===== config.mk =====
export PLATFORM = sky130hd
export DESIGN_NAME = branch_target_rs
export DESIGN_NICKNAME = d
export VERILOG_FILES = /design/src/rtl/branch_target_rs.sv
export SDC_FILE = /design/constraint.sdc
export NUM_CORES = 2
export LEC_CHECK = 0
export CAP_MARGIN = 20
export CORE_MARGIN = 1
export CORE_UTILIZATION = 30
export CTS_BUF_LIST = sky130_fd_sc_hd__clkbuf_4 sky130_fd_sc_hd__clkbuf_8
export DETAILED_ROUTE_END_ITERATION = 8
export GPL_TIMING_DRIVEN = 0
export SLEW_MARGIN = 10
export SYNTH_ARGS = -nofsm -noshare
export SYNTH_HDL_FRONTEND = slang
export SYNTH_SLANG_ARGS = --single-unit

===== constraint.sdc =====
create_clock -name clk -period 7.3 [get_ports clk]
set_clock_uncertainty 0.15 [all_clocks]
set_input_delay 1.46 -clock clk [delete_from_list [all_inputs] [get_ports clk]]
set_output_delay 1.46 -clock clk [all_outputs]
set_load 0.1 [all_outputs]

===== src/rtl/branch_target_rs.sv =====
// Reservation station for branch/jump target computation with tag-tracked operands,
// oldest-ready dispatch and an output FIFO drained by the branch resolution table.
module branch_target_rs #(
  parameter int RSDEPTH = 8,
  parameter int ROBW    = 8,
  parameter int NBC     = 2,
  parameter int OFDEPTH = 4
) (
  input  logic                         clk,
  input  logic                         rstn,
  input  logic                         i_flush,
  input  logic                         i_wr_en,
  input  logic [ROBW-1:0]              i_wr_rob_addr,
  input  logic                         i_wr_jalr,
  input  logic [31:0]                  i_wr_op1,
  input  logic [ROBW-1:0]              i_wr_op1_tag,
  input  logic                         i_wr_op1_v,
  input  logic [31:0]                  i_wr_op2,
  input  logic [ROBW-1:0]              i_wr_op2_tag,
  input  logic                         i_wr_op2_v,
  input  logic [NBC-1:0]               i_bc_valid,
  input  logic [NBC*ROBW-1:0]          i_bc_rob_addr,
  input  logic [NBC*32-1:0]            i_bc_data,
  output logic                         o_full,
  output logic [$clog2(RSDEPTH+1)-1:0] o_count,
  output logic                         o_empty,
  output logic [31:0]                  o_target,
  output logic [ROBW-1:0]              o_rob_addr,
  input  logic                         i_rd_en
);
  localparam int CW = $clog2(RSDEPTH+1);
  localparam int IW = $clog2(RSDEPTH);
  localparam int PW = $clog2(OFDEPTH);
  localparam int FW = $clog2(OFDEPTH+1);

  logic [RSDEPTH-1:0] valid, op1_v, op2_v, jalr, ready;
  logic [ROBW-1:0]    rob_addr [RSDEPTH];
  logic [ROBW-1:0]    tag1     [RSDEPTH];
  logic [ROBW-1:0]    tag2     [RSDEPTH];
  logic [31:0]        op1      [RSDEPTH];
  logic [31:0]        op2      [RSDEPTH];
  // older[a][b] set means entry a was allocated before entry b
  logic [RSDEPTH-1:0] older    [RSDEPTH];

  logic [31:0]        fifo_target [OFDEPTH];
  logic [ROBW-1:0]    fifo_rob    [OFDEPTH];
  logic [PW-1:0]      wr_ptr, rd_ptr;
  logic [FW-1:0]      fifo_cnt;

  logic [CW-1:0]      valid_cnt;
  logic [IW-1:0]      alloc_idx, disp_idx;
  logic               any_ready, do_alloc, do_disp, do_pop, fifo_full;
  logic [31:0]        wr_op1_d, wr_op2_d, disp_sum, disp_target;
  logic               wr_op1_vd, wr_op2_vd;

  assign ready = valid & op1_v & op2_v;

  always_comb begin
    valid_cnt = '0;
    for (int i = 0; i < RSDEPTH; i++) valid_cnt = valid_cnt + CW'(valid[i]);
  end

  assign o_count = valid_cnt;
  assign o_full  = &valid;

  always_comb begin
    logic found;
    logic blocked;
    found     = 1'b0;
    blocked   = 1'b0;
    alloc_idx = '0;
    disp_idx  = '0;
    any_ready = 1'b0;
    for (int i = 0; i < RSDEPTH; i++) begin
      if (!valid[i] && !found) begin
        alloc_idx = IW'(i);
        found     = 1'b1;
      end
    end
    // An entry is the oldest ready one when no other ready entry is older than it
    for (int i = 0; i < RSDEPTH; i++) begin
      blocked = 1'b0;
      for (int j = 0; j < RSDEPTH; j++) begin
        if (j != i && ready[j] && older[j][i]) blocked = 1'b1;
      end
      if (ready[i] && !blocked) begin
        disp_idx  = IW'(i);
        any_ready = 1'b1;
      end
    end
  end

  // Descending scan so the lowest matching channel is the one that sticks
  always_comb begin
    wr_op1_d  = i_wr_op1;
    wr_op1_vd = i_wr_op1_v;
    wr_op2_d  = i_wr_op2;
    wr_op2_vd = i_wr_op2_v;
    for (int k = NBC-1; k >= 0; k--) begin
      if (!i_wr_op1_v && i_bc_valid[k] && i_bc_rob_addr[k*ROBW +: ROBW] == i_wr_op1_tag) begin
        wr_op1_d  = i_bc_data[k*32 +: 32];
        wr_op1_vd = 1'b1;
      end
      if (!i_wr_op2_v && i_bc_valid[k] && i_bc_rob_addr[k*ROBW +: ROBW] == i_wr_op2_tag) begin
        wr_op2_d  = i_bc_data[k*32 +: 32];
        wr_op2_vd = 1'b1;
      end
    end
  end

  assign fifo_full   = (fifo_cnt == FW'(OFDEPTH));
  assign do_pop      = i_rd_en && (fifo_cnt != '0);
  assign do_alloc    = i_wr_en && !o_full;
  assign do_disp     = any_ready && (!fifo_full || i_rd_en);
  assign disp_sum    = op1[disp_idx] + op2[disp_idx];
  assign disp_target = {disp_sum[31:1], disp_sum[0] & ~jalr[disp_idx]};

  always_ff @(posedge clk or negedge rstn) begin
    if (!rstn) begin
      valid <= '0;
      op1_v <= '0;
      op2_v <= '0;
      jalr  <= '0;
      for (int i = 0; i < RSDEPTH; i++) begin
        rob_addr[i] <= '0;
        tag1[i]     <= '0;
        tag2[i]     <= '0;
        op1[i]      <= '0;
        op2[i]      <= '0;
        older[i]    <= '0;
      end
    end else if (i_flush) begin
      valid <= '0;
    end else begin
      for (int i = 0; i < RSDEPTH; i++) begin
        if (do_disp && disp_idx == IW'(i)) begin
          valid[i] <= 1'b0;
        end else if (do_alloc && alloc_idx == IW'(i)) begin
          valid[i]    <= 1'b1;
          rob_addr[i] <= i_wr_rob_addr;
          jalr[i]     <= i_wr_jalr;
          op1[i]      <= wr_op1_d;
          op1_v[i]    <= wr_op1_vd;
          tag1[i]     <= i_wr_op1_tag;
          op2[i]      <= wr_op2_d;
          op2_v[i]    <= wr_op2_vd;
          tag2[i]     <= i_wr_op2_tag;
          older[i]    <= '0;
        end else if (valid[i]) begin
          for (int k = NBC-1; k >= 0; k--) begin
            if (!op1_v[i] && i_bc_valid[k] && i_bc_rob_addr[k*ROBW +: ROBW] == tag1[i]) begin
              op1[i]   <= i_bc_data[k*32 +: 32];
              op1_v[i] <= 1'b1;
            end
            if (!op2_v[i] && i_bc_valid[k] && i_bc_rob_addr[k*ROBW +: ROBW] == tag2[i]) begin
              op2[i]   <= i_bc_data[k*32 +: 32];
              op2_v[i] <= 1'b1;
            end
          end
        end
      end
      if (do_alloc) begin
        for (int j = 0; j < RSDEPTH; j++) begin
          if (IW'(j) != alloc_idx) older[j][alloc_idx] <= 1'b1;
        end
      end
    end
  end

  always_ff @(posedge clk or negedge rstn) begin
    if (!rstn) begin
      wr_ptr   <= '0;
      rd_ptr   <= '0;
      fifo_cnt <= '0;
    end else if (i_flush) begin
      wr_ptr   <= '0;
      rd_ptr   <= '0;
      fifo_cnt <= '0;
    end else begin
      if (do_disp) wr_ptr <= (wr_ptr == PW'(OFDEPTH-1)) ? '0 : wr_ptr + 1'b1;
      if (do_pop)  rd_ptr <= (rd_ptr == PW'(OFDEPTH-1)) ? '0 : rd_ptr + 1'b1;
      fifo_cnt <= fifo_cnt + FW'(do_disp) - FW'(do_pop);
    end
  end

  // Storage needs no reset: the head outputs are forced to zero while empty
  always_ff @(posedge clk) begin
    if (!i_flush && do_disp) begin
      fifo_target[wr_ptr] <= disp_target;
      fifo_rob[wr_ptr]    <= rob_addr[disp_idx];
    end
  end

  assign o_empty    = (fifo_cnt == '0);
  assign o_target   = o_empty ? '0 : fifo_target[rd_ptr];
  assign o_rob_addr = o_empty ? '0 : fifo_rob[rd_ptr];

endmodule


==> flow_metrics.env <==
export IMPL_synth_edf_count=160
export IMPL_place_gp_congestion=1.01
export IMPL_seq_area_frac_synth_pct=42.4
export IMPL_final_nets=7192
export IMPL_area_delta_synth_final_pct=16.5
export IMPL_fin_crit_ns=7.38
export IMPL_cellLeakagePower_nw=32.7
export IMPL_numCtsBuffers=174
export IMPL_avgSynthCellArea_um2=8.88
export IMPL_hold_class="in -> async"
export IMPL_status="complete, but fails checks"
export IMPL_arrival_ns=7.93
export IMPL_drt_wirelength_per_cell_um=29.4
export IMPL_powerDensity_mw_per_mm2=294
export IMPL_die_area_mm2=0.197
export IMPL_required_ns=7.85
export IMPL_crit_type="reg -> reg"
export IMPL_routed_via_density=5.71
export IMPL_cts_root_buf="clkbuf_8"
export IMPL_yosys_warnings=0
export IMPL_floorplan_initialDensity_pct=30.3
export IMPL_cts_tree="yes"
export IMPL_hold_buffers=0
export IMPL_grt_pass1_vias=52600
export IMPL_mostFrequentLayoutCells="nand2_1, dfrtp_1, mux2i_1, o21ai_0, nand3_1"
export IMPL_firstDrtPassIters=6
export IMPL_num_rows=161
export IMPL_n_fill_cell=19900
export IMPL_detail_route_antenna_nets=0
export IMPL_grt_util_all_layers_pct=28.0
export IMPL_clkTransAtPathRegs_ns=0.06
export IMPL_async_flop_share_pct=83.3
export IMPL_multiInputGateArea_mm2=0.0313
export IMPL_utilization_pct=35.3
export IMPL_clk_latency_ns=0.98
export IMPL_violations="negative setup slack"
export IMPL_io_pins=224
export IMPL_ys_flop_type="dfrtp_1"
export IMPL_coreArea_mm2=0.193
export IMPL_cts_buffer_depth=3
export IMPL_dp_hpwl_mm=206
export IMPL_drive_above_1_share_pct=13.8
export IMPL_initialDrtViolationCount=7516
export IMPL_drv_slew=0
export IMPL_place_inst=9293
export IMPL_grt_pass1_wl_mm=397
export IMPL_max_freq_mhz=136
export IMPL_slew_headroom_pct=9.70
export IMPL_cap_violations=0
export IMPL_ir_drop_uv=221
export IMPL_syn_num_nets=6821
export IMPL_ys_ff_latch=959
export IMPL_syn_inst=6593
export IMPL_hold_viol_final=0
export IMPL_h_tree_depth=4
export IMPL_start_kind="register"
export IMPL_ys_types=74
export IMPL_clock_sinks=959
export IMPL_final_common_cell="nand2_1"
export IMPL_grt_max_degree=105
export IMPL_totalWireLength_mm=284
export IMPL_ff_latch_area_mm2=0.0248
export IMPL_vias=55100
export IMPL_crit_fanout=10
export IMPL_fp_dieW_um=444
export IMPL_portBuffers=126
export IMPL_worst_slew_pin_slew_ns=1.35
export IMPL_setup_violations_final=8
export IMPL_antenna_found_initial=44
export IMPL_gr_total_overflow=0
export IMPL_final_cells=9647
export IMPL_endpoint_kind="register"
export IMPL_finalWorstSetupSlack_ns=-0.0783
export IMPL_tns_ns=-0.515
export IMPL_fp_dieH_um=444
export IMPL_fin_crit_sh_pct=101
export IMPL_syn_area_mm2=0.0585
export IMPL_drc=0
==> worst max-delay path: stages (launching register included) <==
cell and delay, ns:
dfrtp_1 0.55, and3_4 0.32, a22o_1 0.28, a2111oi_4 0.48
buf_4 0.22, nor2_1 0.06, nand2_2 0.37, clkbuf_2 0.52
clkbuf_1 0.64, o21ai_0 0.47, ha_1 0.38, a2111oi_1 0.36
o221ai_1 0.23, a31oi_2 0.32, o211ai_1 0.20, a311o_2 0.46
nor4b_4 0.35, o31ai_1 0.17, a21oi_1 0.25, xnor2_2 0.07
buf_4 0.21
==> layer usage <==
| layer | vias to the layer above | global-route usage [%] | wire (um) |
|---|---|---|---|
| met2 | 3522 | 42.3 | 123000 |
| met3 | 885 | 7.39 | 29700 |
| met1 | 27300 | 36.0 | 113000 |
| li1 | 23400 | - | - |
| met4 | 60 | 16.2 | 18400 |
| met5 | - | 0 | 351 |
==> state kept, by name, summed over array words and instances (netlist names) <==
name         flops
op1            256
fifo_rob        32
op1_v            8
jalr             8
tag2            64
older           56
tag1            64
valid            8
op2            256
fifo_target    128
fifo_cnt         3
rob_addr        64
op2_v            8
wr_ptr           2
rd_ptr           2
==> repair_timing <==
item / 4_1_cts / 5_1_grt
endpoints found under the setup margin: 108 / 44
buffers inserted: 8 / 2
gates resized for setup: 89 / 32
pin swaps: 9 / 4
==> metrics by stage <==
step	hold slack, ns	power [mW]	area (um^2)	worst slack (ns)
after CTS	0.329	19.8	68000	0.00634
after detailed placement	0.314	13.8	63800	-2.71
after floorplan	0.296	11.3	58500	1.50
after global placement	0.309	13.6	63000	-34.60
final	0.319	20.0	68200	-0.0783
after global routing	0.340	20.7	68200	-0.0108
==> kinds of logic (layout without fill, tap and decap cells) <==
group                      count (synthesis)  in the layout  synth area share (%)
xor gates and xnor gates                 312            312                  4.67
adders and majority gates                 50             50                  1.15
buffers and inverters                    680           1195                  4.54
DFF                                      959            959                  42.4
and+or+nand+nor                         2539           2539                  18.4
other                                      0             13                     0
muxes                                   1001           1001                  19.0
AOI/OAI and AO/OA                       1052           1052                  9.82
==> power by group <==
group	switching [mW]	total [mW]	internal, mW	leakage (nW)
Clock	2.59	5.72	3.13	2.02
Combinational	4.73	7.14	2.41	18.5
Sequential	0.506	7.16	6.66	12.1
==> cell usage after synthesis (51+ instances only) <==
cell / n / area, um^2
a21oi_1: 332 / 1660
buf_1: 107 / 402
clkbuf_1: 451 / 1690
dfrtp_1: 799 / 20000
edfxtp_1: 160 / 4800
inv_1: 66 / 248
mux2_2: 351 / 3950
mux2i_1: 549 / 5500
nand2_1: 1531 / 5750
nand3_1: 416 / 2080
nand4_1: 76 / 475
nor2_1: 342 / 1280
nor2b_1: 51 / 319
o21ai_0: 542 / 2710
xnor2_1: 194 / 1700
xor2_1: 118 / 1030
==> path summary, 6_finish.rpt <==
kind / end / cells after the start / slack (ns) / from
max: fifo_target[1][31] / 20 / -0.08 / op2_v[3]
min: op1[207] / 1 / 0.32 / rstn
max in group asynchronous: older[6] / 4 / 4.62 / rstn
min in group clk: older[54] / 2 / 0.33 / older[54]
min reg2reg: older[54] / 2 / 0.33 / older[54]
max reg2reg: fifo_target[1][31] / 20 / -0.08 / op2_v[3]
==> cell type report <==
| cell class | instances | area share (%) |
|---|---|---|
| clock inverter | 46 | 0.648 |
| sequential | 959 | 36.4 |
| antenna | 13 | 0.0477 |
| inverter | 66 | 0.363 |
| timing repair buffer | 195 | 3.31 |
| clock buffer | 274 | 4.94 |
| tap | 2526 | 4.64 |
| multi-input combinational | 4954 | 46.0 |
| buffer | 614 | 3.69 |
Note: power is estimated with default switching activity, not from simulation.
